[src/rtl/ratio_divider_pkg.sv]
// Shared types and helpers for the ratio divider and related iterative arithmetic stages.
// div_step performs one restoring-division iteration on a widened remainder.
package ratio_divider_pkg;

    typedef enum logic {
        IDLE = 1'b0,
        RUN  = 1'b1
    } state_t;

    localparam int FRAC_BITS_DEFAULT = 8;

    // Width of the generic step datapath; callers zero-extend narrower operands into it.
    localparam int STEP_W = 33;

    // Saturation pattern; callers take the low OUT_WIDTH bits.
    localparam logic [63:0] ALL_ONES = '1;

    typedef struct packed {
        logic [STEP_W-1:0] rem;
        logic              q_bit;
    } step_t;

    // Precondition: remainder < divisor, so the shifted value never needs more than STEP_W+1 bits
    // and a set top bit of the difference means the trial subtraction borrowed.
    function automatic step_t div_step(
        input logic [STEP_W-1:0] remainder,
        input logic              dividend_msb,
        input logic [STEP_W-1:0] divisor
    );
        step_t             r;
        logic [STEP_W:0]   shifted;
        logic [STEP_W:0]   diff;
        logic              borrow;
        shifted = {remainder, dividend_msb};
        diff    = shifted - {1'b0, divisor};
        borrow  = diff[STEP_W];
        r.q_bit = ~borrow;
        r.rem   = borrow ? shifted[STEP_W-1:0] : diff[STEP_W-1:0];
        return r;
    endfunction

endpackage

[src/rtl/ratio_divider.sv]
// Sequential restoring divider: quotient_8_shifted = floor(numerator * 2^FRAC_BITS / denominator).
// One quotient bit per clock; result register holds the last answer for the downstream log stage.
module ratio_divider
    import ratio_divider_pkg::*;
#(
    parameter int NUM_WIDTH = 16,
    parameter int FRAC_BITS = FRAC_BITS_DEFAULT,
    parameter int OUT_WIDTH = 24
) (
    input  logic                 clk,
    input  logic                 I_RSTn,
    input  logic                 start,
    input  logic [NUM_WIDTH-1:0] numerator,
    input  logic [NUM_WIDTH-1:0] denominator,
    output logic                 busy,
    output logic                 done,
    output logic                 div_by_zero,
    output logic [OUT_WIDTH-1:0] quotient_8_shifted
);

    localparam int REM_W = NUM_WIDTH + 1;
    localparam int CNT_W = $clog2(OUT_WIDTH + 1);
    localparam logic [CNT_W-1:0] LAST_ITER = CNT_W'(OUT_WIDTH - 1);

    generate
        if (OUT_WIDTH != NUM_WIDTH + FRAC_BITS) begin : g_bad_out_width
            $error("ratio_divider: OUT_WIDTH must equal NUM_WIDTH + FRAC_BITS");
        end
        if (REM_W > STEP_W) begin : g_bad_step_width
            $error("ratio_divider: NUM_WIDTH too wide for div_step");
        end
    endgenerate

    state_t                 state;
    logic [OUT_WIDTH-1:0]   dividend;
    logic [NUM_WIDTH-1:0]   divisor;
    logic [REM_W-1:0]       remainder;
    logic [CNT_W-1:0]       bit_cnt;
    logic                   zero_flag;
    step_t                  step;

    // The dividend register doubles as the quotient: each iteration shifts one dividend
    // bit out of the top and one quotient bit in at the bottom.
    always_comb begin
        step = div_step(STEP_W'(remainder), dividend[OUT_WIDTH-1], STEP_W'(divisor));
    end

    generate
        if (STEP_W > REM_W) begin : g_unused_step
            logic unused_step_bits;
            assign unused_step_bits = ^step.rem[STEP_W-1:REM_W];
        end
    endgenerate

    always_ff @(posedge clk) begin
        if (!I_RSTn) begin
            state              <= IDLE;
            busy               <= 1'b0;
            done               <= 1'b0;
            div_by_zero        <= 1'b0;
            quotient_8_shifted <= '0;
            dividend           <= '0;
            divisor            <= '0;
            remainder          <= '0;
            bit_cnt            <= '0;
            zero_flag          <= 1'b0;
        end else begin
            done <= 1'b0;
            case (state)
                IDLE: begin
                    if (start) begin
                        state     <= RUN;
                        busy      <= 1'b1;
                        dividend  <= {numerator, {FRAC_BITS{1'b0}}};
                        divisor   <= denominator;
                        remainder <= '0;
                        bit_cnt   <= '0;
                        zero_flag <= (denominator == '0);
                    end
                end
                RUN: begin
                    remainder <= step.rem[REM_W-1:0];
                    dividend  <= {dividend[OUT_WIDTH-2:0], step.q_bit};
                    bit_cnt   <= bit_cnt + 1'b1;
                    // Divide-by-zero still runs all iterations so latency never depends on operands.
                    if (bit_cnt == LAST_ITER) begin
                        state              <= IDLE;
                        busy               <= 1'b0;
                        done               <= 1'b1;
                        div_by_zero        <= zero_flag;
                        quotient_8_shifted <= zero_flag ? ALL_ONES[OUT_WIDTH-1:0]
                                                        : {dividend[OUT_WIDTH-2:0], step.q_bit};
                    end
                end
                default: begin
                    state <= IDLE;
                    busy  <= 1'b0;
                end
            endcase
        end
    end

endmodule

[config.mk]
export PLATFORM = sky130hd
export DESIGN_NAME = ratio_divider
export DESIGN_NICKNAME = d
export VERILOG_FILES = /design/src/rtl/ratio_divider_pkg.sv /design/src/rtl/ratio_divider.sv
export SDC_FILE = /design/constraint.sdc
export NUM_CORES = 1
export LEC_CHECK = 0
export ABC_AREA = 0
export BUFFER_PORTS_ARGS = -buffer_cell sky130_fd_sc_hd__buf_4
export CORE_MARGIN = 10
export CORE_UTILIZATION = 30
export DETAILED_ROUTE_END_ITERATION = 12
export GPL_ROUTABILITY_DRIVEN = 1
export PLACE_DENSITY = 0.46
export SKIP_CTS_REPAIR_TIMING = 1
export SLEW_MARGIN = 20
export SYNTH_ARGS = -nofsm -noshare
export SYNTH_HDL_FRONTEND = slang
export SYNTH_SLANG_ARGS = --single-unit
export TNS_END_PERCENT = 50
[constraint.sdc]
create_clock -name clk -period 2.7 [get_ports clk]
set_clock_uncertainty 0.1 [all_clocks]
set_input_delay 0.54 -clock clk [delete_from_list [all_inputs] [get_ports clk]]
set_output_delay 0.54 -clock clk [all_outputs]
set_load 0.03 [all_outputs]
Word level (Yosys, flattened, before mapping)
Index checks and enable logic that the tools add are counted.
Operators by class
  $lt $le $gt $ge: 0
  div/mod/pow operators: 0
  shift operators: 0
  reduce and logical (&&, ||, !) cells: 5
  multiplexer cells: 15
  multiply operators: 0
  equal/unequal tests: 3
  bitwise operators: 2
  $add $sub $neg: 2
Operator list (count)
  24-bit two-way mux: 2
  24-bit one-hot mux with 2 select lines: 1
  17-bit two-way mux: 2
  17-bit one-hot mux with 2 select lines: 1
  18-bit by 16-bit subtractor with 19-bit output: 1
  16-bit zero test: 1
  5-bit one-hot mux with 2 select lines: 1
  2-bit AND reduction: 4
  5-bit by 1-bit adder with 5-bit output, second input constant: 1
  5-bit equality test, second input constant: 1
  1-bit two-way mux: 5
  5-bit two-way mux: 1
  1-bit one-hot mux with 2 select lines: 2
  2-bit by 1-bit inequality test with 1-bit output, second input constant: 1
  2-bit inequality test, second input constant: 1
  1-bit NOT: 2
Storage, ports and cells
  register bits: 91
  ROM bits: 0
  output and inout port bits: 27
  bits in latches: 0
  memory bits (writable): 0
  memories: 0

Depth between registers and ports, before layout
  depth after elaboration: 3
  mapped depth: 12
  mapped depth without buffers: 10

Least setup slack after synthesis
OpenSTA, ideal clock, no wires.
  kind: register to register
  start: register dividend[23]
  end: register remainder[10]
  stages on the path, launching flop included: 13
  required time: 2.470 ns
  slack: 0.298 ns
  clock period less this slack: 2.402 ns
  setup time: 0.130 ns
  data arrival time: 2.172 ns
  cells stage by stage: dfxtp_1 > inv_1 > ha_1 > fa_1 > nand2b_1 > a21oi_2 > nor2_2 > o21bai_2 > a41oi_1 > buf_6 > buf_12 > a22oi_1 > a21oi_1
On the way
  longest elaborated chain between the ends: 3
Ends and longest elaborated chain
  start, declared: RTL line ratio_divider.sv:35  | logic [OUT_WIDTH-1:0] dividend;
  start signal, assigned: RTL line ratio_divider.sv:74  | dividend <= {numerator, {FRAC_BITS{1'b0}}};
  start signal, assigned: RTL line ratio_divider.sv:83  | dividend <= {dividend[OUT_WIDTH-2:0], step.q_bit};
  18-bit by 16-bit subtractor with 19-bit output: RTL line ratio_divider_pkg.sv:35  | diff = shifted - {1'b0, divisor};
  17-bit two-way mux: RTL line ratio_divider_pkg.sv:38  | r.rem = borrow ? shifted[STEP_W-1:0] : diff[STEP_W-1:0];
  17-bit one-hot mux with 2 select lines: RTL line ratio_divider.sv:69  | case (state)
  end signal, assigned: RTL line ratio_divider.sv:82  | remainder <= step.rem[REM_W-1:0];
  end, declared: RTL line ratio_divider.sv:37  | logic [REM_W-1:0] remainder;
No other way between the ends.
A chain may end at the register's enable or synchronous reset.

Worst setup path in the final report
  start: register dividend[23]
  end: register remainder[16]
The elaborated chain is that of the path after synthesis.

==> impl_metrics.ini <==
[synthesis]
ys.warnings.count = 0
ys.flop_type = dfxtp_1
synthCells = 536
ys_seq_elements = 91
async_reset_ff_share_pct = 0
avgSynthCellArea_um2 = 8.504
synth-edff-count = 0
synth_area_mm2 = 0.004558
synthDistinctLibCells = 47
seq_area_frac_synth_pct = 39.97
syn_nets = 589

[clocking]
cts-root-buf = clkbuf_16
clockBufferDepth = 2
cts_tree = done
h-tree-depth = 3
cts_sinks = 91
clk_latency_ns = 0.34
cts.clk_slew.worst_paths_ns = 0.06
cts_buffers = 9

[setup_path]
required_ns = 2.87
crit_type = flip-flop to flip-flop
worstPathMaxFanout = 10
end_kind = flip-flop
reg2regPathDepth = 11
crit_arrival_ns = 2.63
start_kind = flip-flop

[global_route]
track_usage_pct = 11.75
grt_pass1_vias = 3780
grt_overflow = 0
antenna_found_initial = 0
grt_max_degree = 56
grt_pass1_wl_mm = 19.22

[routing]
drt-pass1-iter-count = 4
avgRoutedWirePerCell_um = 15.10
drt-initial-drc-count = 228
drt-total-wl_mm = 11.67
drc = 0
viasPerCell = 4.928
antenna_left = 0
vias = 3809

[power]
finalPower_mw = 5.323
vdd_ir_drop_max_mv = 0.6388
powerDensity_mw_per_mm2 = 964.0
power_leakage_nw = 2.485

[place]
port_buffers = 61
place.gp.congestion = 0.8428
dp_hpwl_mm = 8.381
dp.cells = 756
preCtsSetupSlack_ns = 0.1430

[sta]
final-setup-viol-count = 0
max_slew.worst_pin.slew_ns = 0.6632
slew_violations = 0
timing.final.ws_setup_ns = 0.2407
fmax_ghz = 0.4066
finalCritPeriodShare_pct = 91.09
slew_headroom_pct = 55.79
period_minus_slack_ns = 2.459
hold_viol = 0
grt_setup_unrepaired = false
fin_setup_tns_ns = 0

[layout]
finalNetCount = 638
antenna_cells = 0
utilization_pct = 37.56
drive_above_1_share_pct = 16.64
num-fill-cells = 1516
stdcell_count = 773
syn_to_final_growth_pct = 21.14

[die]
die_area_mm2 = 0.02052
die_w_um = 143.3
start_util_pct = 31.01
core_region_area_mm2 = 0.01470
ios = 62
num_rows = 44
die_h_um = 143.3

[worst_hold_path]
whs_path_depth = 3
hp-class = primary input to flip-flop

[run_status]
status = finished clean

[run]
max-cap-violations = 0
-- flip-flops by register name (all words and copies together), names as in the netlist --
| signal | flops |
|---|---|
| done | 1 |
| state | 1 |
| quotient_8_shifted | 24 |
| busy | 1 |
| zero_flag | 1 |
| dividend | 24 |
| remainder | 17 |
| divisor | 16 |
| div_by_zero | 1 |
| bit_cnt | 5 |
-- cells in the final DEF, fill, tap and decap left out, types with 8 or more instances in the layout --
master and n:
nor3b_1 11, ha_1 17, a21oi_1 24, nor2_1 31, inv_1 18, xnor2_1 10, nand2_1 89, a21boi_0 16
o21ai_1 8, o21ai_0 35, dfxtp_1 90, nor2b_1 14, buf_4 72, o211a_1 23, mux2i_1 27, and2_1 22
clkbuf_16 9
-- critical path: stages, from the launching register on --
cell and delay (ns):
dfxtp_1 0.34, inv_1 0.06, ha_1 0.22, fa_2 0.36
nand2b_1 0.18, a21oi_2 0.18, nor2_2 0.08, o21bai_2 0.16
a41oi_2 0.16, buf_4 0.20, nand2b_4 0.18, o21ai_0 0.17
-- cells in the mapped netlist (11+ instances only) --
cell,n,share of area (%)
a21boi_0,16,2.6
a21oi_1,24,2.6
and2_1,22,3.0
clkbuf_1,28,2.3
dfxtp_1,91,40
ha_1,17,4.7
inv_1,18,1.5
mux2i_1,27,5.9
nand2_1,89,7.3
nor2_1,32,2.6
nor2b_1,14,1.9
nor3b_1,11,1.8
o211a_1,23,5.1
o21ai_0,35,3.8
-- cells by family (layout without fill, tap and decap cells) --
logic type	Yosys count	count (layout)	synth area share, %
adder cells (fa/ha/maj)	18	18	5.106
buffers and inverters	54	107	5.133
XOR/XNOR	16	16	3.074
AND/OR/NAND/NOR	195	195	20.40
flip-flops	91	91	39.97
multiplexers	27	27	5.929
AO/OA/AOI/OAI	135	135	20.40
-- per-stage QoR --
step           hold slack, ns  area [um2]
2_1_floorplan          0.3265        4558
3_3_place_gp           0.3510        5191
3_5_place_dp           0.3547        5191
4_1_cts                0.3492        5500
5_1_grt                0.3654        5522
6_report               0.3627        5522
-- routing by layer --
layer | GRT usage [%] | share of wire, %
met4 | 5.481 | 1.9
met1 | 14.81 | 48
met2 | 18.50 | 45
met3 | 2.886 | 4.4
met5 | 0 | 0
-- cell type report --
type                       count  area (um2)  share of cell area, %
tap                          184       230.2                  4.169
clock buffer                  11       232.7                  4.215
multi-input combinational    391        2520                  45.64
sequential                    91        1823                  33.02
timing repair buffer          74       571.8                  10.36
inverter                      18       67.56                  1.224
clock inverter                 4       76.32                  1.382
-- worst paths after layout --
check,start,end,slack [ns]
setup / recovery,dividend[23],remainder[16],0.24
hold / removal,denominator[6],divisor[6],0.36
setup reg to reg,dividend[23],remainder[16],0.24
hold reg to reg,divisor[7],divisor[7],0.36
-- power by group --
| part | switching (mW) | internal (mW) |
|---|---|---|
| logic | 1.26 | 1.13 |
| registers | 0.114 | 1.48 |
| clock network | 0.532 | 0.809 |
Power figures use the tool's default switching activity.
